**src/rtl/mini_src_ctrl_pkg.sv**
```systemverilog
// Shared control definitions for the Mini SRC fetch/execute controllers.
package mini_src_ctrl_pkg;

  localparam int unsigned MEM_TIMEOUT_DEF = 16;
  localparam int unsigned CNT_W_DEF       = 32;

  // Sequencer state encoding.
  typedef enum logic [2:0] {
    StIdle     = 3'd0,
    StT0       = 3'd1,
    StT1       = 3'd2,
    StT2       = 3'd3,
    StDispatch = 3'd4,
    StExecWait = 3'd5,
    StHalt     = 3'd6,
    StFault    = 3'd7
  } fetch_state_e;

  // Register-transfer strobes used during fetch; the execute controller drives the same bundle.
  typedef struct packed {
    logic pc_out;
    logic mar_in;
    logic inc_pc;
    logic z_in;
    logic z_lo_out;
    logic pc_in;
    logic mem_read;
    logic mdr_in;
    logic mdr_out;
    logic ir_in;
  } strobes_t;

endpackage

```
**src/rtl/mem_wait_timer.sv**
```systemverilog
// Clear/enable cycle counter that flags the last cycle T1 may wait for memory.
module mem_wait_timer
  import mini_src_ctrl_pkg::*;
#(
  parameter int unsigned MEM_TIMEOUT = MEM_TIMEOUT_DEF
) (
  input  logic clk,
  input  logic reset,
  input  logic clear,
  input  logic enable,
  output logic timeout
);

  localparam int unsigned CntW = $clog2(MEM_TIMEOUT + 1);
  localparam logic [CntW-1:0] LastCnt = CntW'(MEM_TIMEOUT - 1);

  logic [CntW-1:0] count_d, count_q;

  // Next count: clear wins, then count up, holding at the last allowed cycle.
  always_comb begin
    count_d = count_q;
    if (clear) begin
      count_d = '0;
    end else if (enable && (count_q != LastCnt)) begin
      count_d = count_q + CntW'(1);
    end
  end

  // Count register.
  always_ff @(posedge clk or posedge reset) begin
    if (reset) begin
      count_q <= '0;
    end else begin
      count_q <= count_d;
    end
  end

  // High during the MEM_TIMEOUT-th wait cycle; no ready by its end means fault.
  assign timeout = (count_q == LastCnt);

endmodule

```
**src/rtl/fetch_sequencer.sv**
```systemverilog
// Instruction-fetch sequencer: steps T0-T2, hands off to execute, handles halt/step/fault.
module fetch_sequencer
  import mini_src_ctrl_pkg::*;
#(
  parameter int unsigned MEM_TIMEOUT = MEM_TIMEOUT_DEF,
  parameter int unsigned CNT_W       = CNT_W_DEF
) (
  input  logic             clk,
  input  logic             reset,
  input  logic             run,
  input  logic             step,
  input  logic             mem_ready,
  input  logic             exec_done,
  input  logic             exec_halt,
  output logic             pc_out,
  output logic             mar_in,
  output logic             inc_pc,
  output logic             z_in,
  output logic             z_lo_out,
  output logic             pc_in,
  output logic             mem_read,
  output logic             mdr_in,
  output logic             mdr_out,
  output logic             ir_in,
  output logic             exec_start,
  output logic             busy,
  output logic             halted,
  output logic             fault,
  output logic [CNT_W-1:0] instr_count
);

  fetch_state_e     state_d, state_q;
  logic [CNT_W-1:0] instr_count_d, instr_count_q;
  logic             timeout;
  strobes_t         strb;

  // T0 is the only way into T1, so clearing there resets the timer on every entry.
  mem_wait_timer #(
    .MEM_TIMEOUT(MEM_TIMEOUT)
  ) u_mem_wait_timer (
    .clk    (clk),
    .reset  (reset),
    .clear  (state_q == StT0),
    .enable (state_q == StT1),
    .timeout(timeout)
  );

  // Next-state and retired-instruction counter update.
  always_comb begin
    state_d       = state_q;
    instr_count_d = instr_count_q;
    unique case (state_q)
      StIdle: begin
        if (run || step) state_d = StT0;
      end
      StT0:       state_d = StT1;
      StT1: begin
        if (mem_ready) begin
          state_d = StT2;
        end else if (timeout) begin
          state_d = StFault;
        end
      end
      StT2:       state_d = StDispatch;
      StDispatch: state_d = StExecWait;
      StExecWait: begin
        if (exec_done) begin
          if (instr_count_q != {CNT_W{1'b1}}) begin
            instr_count_d = instr_count_q + CNT_W'(1);
          end
          if (exec_halt) begin
            state_d = StHalt;
          end else if (run) begin
            state_d = StT0;
          end else begin
            state_d = StIdle;
          end
        end
      end
      StHalt:     state_d = StHalt;
      StFault:    state_d = StFault;
      default:    state_d = StIdle;
    endcase
  end

  // State and counter registers.
  always_ff @(posedge clk or posedge reset) begin
    if (reset) begin
      state_q       <= StIdle;
      instr_count_q <= '0;
    end else begin
      state_q       <= state_d;
      instr_count_q <= instr_count_d;
    end
  end

  // Moore output decode from the registered state only.
  always_comb begin
    strb       = '0;
    exec_start = 1'b0;
    busy       = 1'b0;
    halted     = 1'b0;
    fault      = 1'b0;
    unique case (state_q)
      StIdle: ;
      StT0: begin
        strb.pc_out = 1'b1;
        strb.mar_in = 1'b1;
        strb.inc_pc = 1'b1;
        strb.z_in   = 1'b1;
        busy        = 1'b1;
      end
      StT1: begin
        // Reloading PC from Z on every wait cycle is harmless: same value each time.
        strb.z_lo_out = 1'b1;
        strb.pc_in    = 1'b1;
        strb.mem_read = 1'b1;
        strb.mdr_in   = 1'b1;
        busy          = 1'b1;
      end
      StT2: begin
        strb.mdr_out = 1'b1;
        strb.ir_in   = 1'b1;
        busy         = 1'b1;
      end
      StDispatch: begin
        exec_start = 1'b1;
        busy       = 1'b1;
      end
      StExecWait: busy   = 1'b1;
      StHalt:     halted = 1'b1;
      StFault:    fault  = 1'b1;
      default: ;
    endcase
  end

  assign pc_out      = strb.pc_out;
  assign mar_in      = strb.mar_in;
  assign inc_pc      = strb.inc_pc;
  assign z_in        = strb.z_in;
  assign z_lo_out    = strb.z_lo_out;
  assign pc_in       = strb.pc_in;
  assign mem_read    = strb.mem_read;
  assign mdr_in      = strb.mdr_in;
  assign mdr_out     = strb.mdr_out;
  assign ir_in       = strb.ir_in;
  assign instr_count = instr_count_q;

endmodule

```
**config.mk**
```make
export PLATFORM = sky130hd
export DESIGN_NAME = fetch_sequencer
export DESIGN_NICKNAME = d
export VERILOG_FILES = /design/src/rtl/mini_src_ctrl_pkg.sv /design/src/rtl/mem_wait_timer.sv /design/src/rtl/fetch_sequencer.sv
export SDC_FILE = /design/constraint.sdc
export NUM_CORES = 1
export LEC_CHECK = 0
export BUFFER_PORTS_ARGS = -buffer_cell sky130_fd_sc_hd__buf_2
export CORE_MARGIN = 5
export CORE_UTILIZATION = 48
export CTS_CLUSTER_SIZE = 20
export DETAILED_ROUTE_END_ITERATION = 12
export GPL_ROUTABILITY_DRIVEN = 0
export GPL_TIMING_DRIVEN = 0
export PLACE_DENSITY = 0.76
export SYNTH_ARGS = -nofsm -noshare
export SYNTH_HDL_FRONTEND = slang
export SYNTH_SLANG_ARGS = --single-unit
```
**constraint.sdc**
```tcl
create_clock -name clk -period 1.8 [get_ports clk]
set_input_delay 0.09 -clock clk [delete_from_list [all_inputs] [get_ports clk]]
set_output_delay 0.09 -clock clk [all_outputs]
set_load 0.02 [all_outputs]
```
[After elaboration in Yosys (flattened, before gate mapping)]
Index checks and enable logic that the tools add are counted.
Cells by class
  reduce and logical (&&, ||, !) cells: 7
  add/subtract/negate cells: 2
  eq/ne operators: 13
  mux-type cells: 16
Operators by type and width (count)
  $add A32 B1 Y32 const B: 1
  $ne A32 B32 Y1 const B: 1
  $pmux W3 S8: 1
  $mux W3: 5
  $eq A3 B3 Y1 const B: 4
  $mux W5: 2
  $mux W4: 2
  $eq A3 B2 Y1 const B: 2
  $reduce_and A3 Y1: 2
  $add A5 B1 Y5 const B: 1
  $eq A5 B4 Y1 const B: 1
  $mux W1: 5
  $ne A5 B4 Y1 const B: 1
  $reduce_or A5 Y1: 1
  $ne A2 B2 Y1 const B: 2
  $eq A3 B1 Y1 const B: 1
  $logic_not A3 Y1: 1
  $ne A3 B3 Y1 const B: 1
  $mux W2: 1
  $reduce_bool A2 Y1: 1
  $logic_and A1 B1 Y1: 1
  $logic_or A1 B1 Y1: 1
Storage, ports and cells
  bits in registers: 40
  logic and storage cells: 41
  output and inout bits: 46

[Depth between registers and ports, before layout]
Gate-level depths: netlist of the first run.
  word-level depth: 4
  depth in mapped cells: 8

[Modules after synthesis]
A second synthesis of the first run with hierarchy kept.
Second synthesis, totals
  cells, all modules: 220
  area total of the unflattened synthesis: 2198.4 µm²
Modules (own cells, without submodules)
  fetch_sequencer: sequential area each 875.8 µm², area an instance 1934.4 µm², instances 1, cells each 196
  mem_wait_timer: sequential area each 125.1 µm², area an instance 264.0 µm², instances 1, cells each 24

[Worst setup path after synthesis of the first run]
No wires, ideal clock.
  path kind: register -> register
  start point: reg state_q[2]
  end point: reg u_mem_wait_timer.count_q[3]
  cell stages (with the launch flop): 7
  data arrival time: 1.871 ns
  library setup time: 0.151 ns
  path slack: -0.223 ns
  required time: 1.649 ns
  cells stage by stage: dfrtp_1 nor3b_1 nor2b_1 clkbuf_1 nand4_1 xor2_1 nor2_1
Between the ends
  cells in the longest elaborated chain, start to end: 3
RTL lines
  from (decl): line fetch_sequencer.sv:32  | fetch_state_e state_d, state_q;
  from (signal assigned): line fetch_sequencer.sv:89  | state_q <= StIdle;
  from (signal assigned): line fetch_sequencer.sv:92  | state_q <= state_d;
  $eq A3 B2 Y1: line fetch_sequencer.sv:44  | .enable (state_q == StT1),
  $logic_and A1 B1 Y1: line mem_wait_timer.sv:24  | end else if (enable && (count_q != LastCnt)) begin
  $reduce_bool A2 Y1 (no line)
  to (signal assigned): line mem_wait_timer.sv:34  | count_q <= count_d;
  to (decl): line mem_wait_timer.sv:17  | logic [CntW-1:0] count_d, count_q;
Parallel ways exist; a longest one is shown, timed or not.
A chain may end at the register's enable or synchronous reset.

[Worst setup path in the final report of the first run]
  start point: reg instr_count_q[20], in the netlist instr_count[20]
  end point: reg instr_count_q[1], in the netlist instr_count[1]
Between the ends
  cells in the longest elaborated chain, start to end: 2
RTL lines
  from (decl): line fetch_sequencer.sv:33  | logic [CNT_W-1:0] instr_count_d, instr_count_q;
  from (signal assigned): line fetch_sequencer.sv:93  | instr_count_q <= instr_count_d;
  $ne A32 B32 Y1: line fetch_sequencer.sv:68  | if (instr_count_q != {CNT_W{1'b1}}) begin
  $reduce_and A3 Y1 (no line)
No other way between the ends.

==> results of run 1 <==
## per-stage QoR
stage / utilization (%) / std cells
6_report: 67.0 / 354
3_3_place_gp: 58.0 / 327
3_5_place_dp: 58.0 / 327
4_1_cts: 62.0 / 339
2_1_floorplan: - / 223
5_1_grt: 67.0 / 354
## metal layers
metal | up-vias | GRT usage (%) | share of wire (%)
met5 | - | 0 | 0
met4 | 0 | 6.01 | 1.4
met3 | 9 | 6.83 | 7.3
met2 | 63 | 24.1 | 45
met1 | 918 | 22.3 | 46
li1 | 938 | - | -
## synth_stat cells (all sizes together), types with 4 or more instances
cell type and n:
a21oi 4, and3 12, and4 6, buf 8, clkbuf 6, dfrtp 40
inv 6, nand2 17, nand3 16, nand4 17, nor2 24, nor3 4
xnor2 17, xor2 12
## worst max-delay path, delay by kind of cell (launching register included)
family        cells  cell delay (ns)
flops             1             0.42
mux               1             0.30
simple gates      4             0.96
## where the power goes
part	internal, uW	total [uW]	switching (uW)	leakage, uW
Combinational	563	1250	682	0.000927
Clock	312	616	304	0.0000455
Sequential	1010	1150	143	0.000511
## repair_timing
| action | 4_1_cts | 5_1_grt |
|---|---|---|
| setup endpoints to repair | 30 | 22 |
| pin swaps | 5 | 15 |
| hold endpoints to repair | 40 | 0 |
| setup buffers | 4 | 16 |
| gates resized for setup | 14 | 22 |
| hold buffers | 1 | 0 |
## how the worst max path moves through the flow
stage               slack [ns]               to
floorplan                -0.05   instr_count[1]
global placement         -0.19   instr_count[1]
detailed placement       -0.24  instr_count[24]
CTS                      0.001   instr_count[1]
global route             -0.10  instr_count[31]
finish                  -0.007   instr_count[1]
## final cells by class
class | count | area, sq um
inverters | 6 | 22.5
repair buffers | 73 | 428
flip-flops and latches | 40 | 1030
plain buffers | 12 | 83.8
well taps | 52 | 65.1
fillers | 345 | 1450
multi-input cells | 163 | 1220
clock buffers | 8 | 90.1
## flip-flops by register name, summed over array words and instances (netlist names)
| register | count |
|---|---|
| state_q | 3 |
| u_mem_wait_timer.count_q | 5 |
| instr_count | 32 |
## cell families after synthesis
kind of cell | share of synthesized area [%]
and+or+nand+nor | 30.1
DFF | 45.8
xor gates and xnor gates | 11.6
buffers and inverters | 4.64
AOI/OAI and AO/OA | 5.09
adders and majority gates | 1.72
muxes | 1.03
==> impl_metrics.env, run 1 <==
export IMPL_status="finished with violations"
export IMPL_violations="negative setup slack"
export IMPL_final_common_cell="buf_2"
export IMPL_grt_max_degree=41
export IMPL_drt_first_iter_violations=89
export IMPL_final_area_sq_um=2940
export IMPL_dieArea_sq_um=6000
export IMPL_yosys_cell_types_count=40
export IMPL_worst_path_max_delay_cell="dfrtp_2"
export IMPL_power_density_nw_per_um2=1030
export IMPL_fin_crit_ns=1.81
export IMPL_worstMarginPinSlew_ns=0.814
export IMPL_synth_edff_count=0
export IMPL_core_area_sq_um=4380
export IMPL_skew_ns=0.00556
export IMPL_critical_path_class="register to register"
export IMPL_dr_pass1_iters=4
export IMPL_clk_latency_ns=0.30
export IMPL_critPathLaunchType="register"
export IMPL_worstPathCellList="nand4_1 > nor4_4 > nand4_1 > nand2_2 > mux2_4"
export IMPL_fin_ws_ns=-0.00744
export IMPL_rr_startpoint="instr_count[20]"
export IMPL_fin_crit_sh_pct=100
export IMPL_die_x_microns=77.5
export IMPL_drive_gt1_share_pct=45.4
export IMPL_clockBufferDepth=2
export IMPL_placed_area_sq_um=2540
export IMPL_synth_area_leaders="dfrtp_1, xnor2_1, xor2_1"
export IMPL_required_ns=1.98
export IMPL_dp_hpwl_mm=3.45
export IMPL_wl_mm=5.06
export IMPL_synth_top_area_share_pct=45.8
export IMPL_critPathCaptureType="register"
export IMPL_portBuffers=52
export IMPL_setup_tns_ns=-0.00744
export IMPL_antenna_found_initial=0
export IMPL_grt_total_usage_pct=16.6
export IMPL_postRouteAntennaNets=0
export IMPL_hold_violations=0
export IMPL_slowest_delay_ns=0.42
export IMPL_cts_max_level=2
export IMPL_synthesis_instances=223
export IMPL_r2r_end="instr_count[1]"
export IMPL_crit_top_cell="nand4_1"
export IMPL_synth_nets=233
export IMPL_rrSetupSlack_ns=-0.007
export IMPL_hold_slack_ns=0.141
export IMPL_holdPathStages=4
export IMPL_synth_async_reset_ratio_pct=100
export IMPL_numClockSinks=40
export IMPL_remaining_drc_errors=0
export IMPL_ios=53
export IMPL_fp_dieH_microns=77.5
export IMPL_yosysWarningCount=0
export IMPL_finalNetCount=311
export IMPL_fmax_mhz=553
export IMPL_drv_cap=0
export IMPL_viasPerCell=5.45
export IMPL_cts_tree="yes"
export IMPL_max_slew_margin_pct=45.6
export IMPL_netlist_area_sq_um=2190
export IMPL_syn2layout_area_growth_pct=34.5
export IMPL_place_worst_setup_slack_ns=-0.242
export IMPL_syn_area_per_cell_sq_um=9.80
export IMPL_initial_core_util_pct=49.9
export IMPL_maxSlewViolCount=0
export IMPL_crit_start="instr_count[20]"
export IMPL_path_clk_slew_ns=0.07
export IMPL_rsz0062_at_grt="true"
export IMPL_ys_ff_latch=40
export IMPL_yosysSeqAreaShare_pct=45.8
export IMPL_final_cell_mix="buf_2, buf_4, nor2_1"
export IMPL_cp_max_fo=6
export IMPL_wire_per_inst_microns=14.3
export IMPL_yosys_area_top_type="dfrtp_1"
export IMPL_via_count=1928
export IMPL_antenna_cells=0
export IMPL_first_global_vias=1748
export IMPL_ir_drop_mv=0.955
export IMPL_synth_ff_type="dfrtp_1"
export IMPL_arrival_ns=1.99
export IMPL_root_buffer="clkbuf_8"
export IMPL_numCtsBuffers=5
export IMPL_power_leakage_uw=0.00148
export IMPL_whs_endpoint="state_q[2]"
export IMPL_grt_pass1_wl_mm=8.11
export IMPL_reg2reg_depth=5
export IMPL_grt_ovfl_total=0
export IMPL_min_path_type="input port to register"
export IMPL_placementRows=24
export IMPL_finalSetupViolations=1
export IMPL_hp_start="mem_ready"
export IMPL_total_power_uw=3020
No activity file was read; power rests on OpenSTA's default activity.
==> run 2: changes to the inputs <==
--- a/config.mk
+++ b/config.mk
@@ -8,11 +8,12 @@
 export BUFFER_PORTS_ARGS = -buffer_cell sky130_fd_sc_hd__buf_2
 export CORE_MARGIN = 5
 export CORE_UTILIZATION = 48
+export CTS_BUF_LIST = sky130_fd_sc_hd__clkbuf_16
 export CTS_CLUSTER_SIZE = 20
 export DETAILED_ROUTE_END_ITERATION = 12
 export GPL_ROUTABILITY_DRIVEN = 0
 export GPL_TIMING_DRIVEN = 0
-export PLACE_DENSITY = 0.76
+export PLACE_DENSITY = 0.87
 export SYNTH_ARGS = -nofsm -noshare
 export SYNTH_HDL_FRONTEND = slang
 export SYNTH_SLANG_ARGS = --single-unit
==> run 2 against run 1 <==
Compared with the run above:
- the flow still finishes with violations (negative setup slack)
- sequential cell count did not move
- sequential share of layout area shrank 1.6 points
- clock power up 62%
- sequential power about the same
- combinational power is essentially flat
- setup slack better by 0.0028 ns
- critical endpoint is now instr_count[31]
- largest cell class unchanged
==> impl_metrics.env, run 2 (same netlist as run 1, synthesis figures left out) <==
export IMPL_min_path_type="input port to register"
export IMPL_fin_crit_ns=1.80
export IMPL_place_worst_setup_slack_ns=-0.194
export IMPL_maxSlewViolCount=0
export IMPL_remaining_drc_errors=0
export IMPL_drv_cap=0
export IMPL_final_common_cell="buf_2"
export IMPL_arrival_ns=1.97
export IMPL_antenna_cells=0
export IMPL_viasPerCell=5.54
export IMPL_n_fill_cell=307
export IMPL_fin_cells=367
export IMPL_die_x_microns=77.5
export IMPL_placementRows=24
export IMPL_fin_ws_ns=-0.00464
export IMPL_ir_drop_mv=0.974
export IMPL_fin_crit_sh_pct=100
export IMPL_clockBufferDepth=2
export IMPL_via_count=2033
export IMPL_rr_startpoint="instr_count[0]"
export IMPL_dp_hpwl_mm=3.57
export IMPL_grt_ovfl_total=0
export IMPL_hold_violations=0
export IMPL_wire_per_inst_microns=15.6
export IMPL_fp_dieH_microns=77.5
export IMPL_root_buffer="clkbuf_16"
export IMPL_max_slew_margin_pct=45.3
export IMPL_fmax_mhz=554
export IMPL_critPathCaptureType="register"
export IMPL_skew_ns=0.00545
export IMPL_dieArea_sq_um=6000
export IMPL_critPathLaunchType="register"
export IMPL_grt_pass1_wl_mm=8.99
export IMPL_first_global_vias=1878
export IMPL_power_leakage_uw=0.00156
export IMPL_grt_max_degree=41
export IMPL_critical_path_class="register to register"
export IMPL_cts_tree="yes"
export IMPL_wl_mm=5.71
export IMPL_post_route_util_pct=70.3
export IMPL_syn2layout_area_growth_pct=41.0
export IMPL_grt_total_usage_pct=18.3
export IMPL_numClockSinks=40
export IMPL_multi_input_area_sq_um=1190
export IMPL_regArea_sq_um=1030
export IMPL_hp_start="run"
export IMPL_ios=53
export IMPL_postRouteAntennaNets=0
export IMPL_place_inst=327
export IMPL_status="finished with violations"
export IMPL_rsz0062_at_grt="true"
export IMPL_clk_latency_ns=0.28
export IMPL_portBuffers=52
export IMPL_drive_gt1_share_pct=47.3
export IMPL_worstPathCellList="buf_6 > nand3_4 > or4_4 > a211oi_4 > nand4_1 > xnor2_1"
export IMPL_cp_max_fo=4
export IMPL_total_power_uw=3410
export IMPL_final_cell_mix="buf_2, buf_4, nor2_1"
export IMPL_dr_pass1_iters=4
export IMPL_antenna_found_initial=0
export IMPL_slowest_delay_ns=0.51
export IMPL_power_density_nw_per_um2=1110
export IMPL_worst_path_max_delay_cell="or4_4"
export IMPL_worstMarginPinSlew_ns=0.819
export IMPL_core_area_sq_um=4380
export IMPL_finalSetupViolations=2
export IMPL_largest_reg_flops=32
export IMPL_drt_first_iter_violations=133
export IMPL_violations="negative setup slack"
export IMPL_initial_core_util_pct=49.9
export IMPL_path_clk_slew_ns=0.06
export IMPL_finalNetCount=324
export IMPL_numCtsBuffers=5
export IMPL_required_ns=1.97
export IMPL_cts_max_level=2
export IMPL_crit_start="instr_count[0]"
==> run 2: repair_timing <==
| action | 4_1_cts | 5_1_grt |
|---|---|---|
| buffers inserted | 12 | 22 |
| setup endpoints to repair | 32 | 28 |
| gates resized for setup | 14 | 18 |
| endpoints found under the hold margin | 2 | 0 |
| pin swaps | 6 | 18 |
| hold buffers | 1 | 0 |
==> run 2: path summary, 6_finish.rpt <==
| check | end | slack [ns] | cells after the start |
|---|---|---|---|
| max in group asynchronous | instr_count[1] | 0.70 | 3 |
| min in group asynchronous | instr_count[13] | 0.52 | 3 |
| min reg2reg | instr_count[12] | 0.49 | 1 |
| max reg2reg | instr_count[31] | -0.005 | 6 |
| max | instr_count[31] | -0.005 | 6 |
| min | state_q[0] | 0.16 | 3 |
==> run 2: final cells by class <==
cell class	instances	share of cell area (%)
Buffer	11	2.44
Tap cell	52	2.11
Timing Repair Buffer	87	17.3
Sequential cell	40	33.3
Clock buffer	5	4.06
Multi-Input combinational cell	163	38.7
Clock inverter	3	1.38
Inverter	6	0.731
==> run 2: per-stage QoR <==
stage / TNS (ns) / area, sq um / hold slack (ns)
2_1_floorplan: -0.0494 / 2220 / 0.306
3_3_place_gp: -1.03 / 2540 / 0.445
3_5_place_dp: -1.66 / 2540 / 0.291
4_1_cts: 0 / 2860 / 0.157
5_1_grt: -0.490 / 3080 / 0.174
6_report: -0.00856 / 3080 / 0.161
==> run 2: where the power goes <==
group | switching [uW] | total [uW] | internal [uW] | leakage, uW
Sequential | 147 | 1160 | 1010 | 0.000511
Clock | 346 | 997 | 651 | 0.0000814
Combinational | 684 | 1250 | 570 | 0.000964
Total | 1180 | 3410 | 2230 | 0.00156
==> run 2: critical path, delay by kind of cell, from the launching register on <==
kind,cells,cell delay (ns)
compound gates,1,0.28
buf+inv,1,0.12
simple gates,3,0.72
xor+xnor,1,0.15
flops,1,0.42
==> run 2: routing by layer <==
layer	track usage (%)	wire length, microns	part of all wire (%)
met4	6.19	91	1.6
met3	5.32	349	6.1
met1	22.0	2290	40
met2	31.3	2980	52
met5	0	0	0
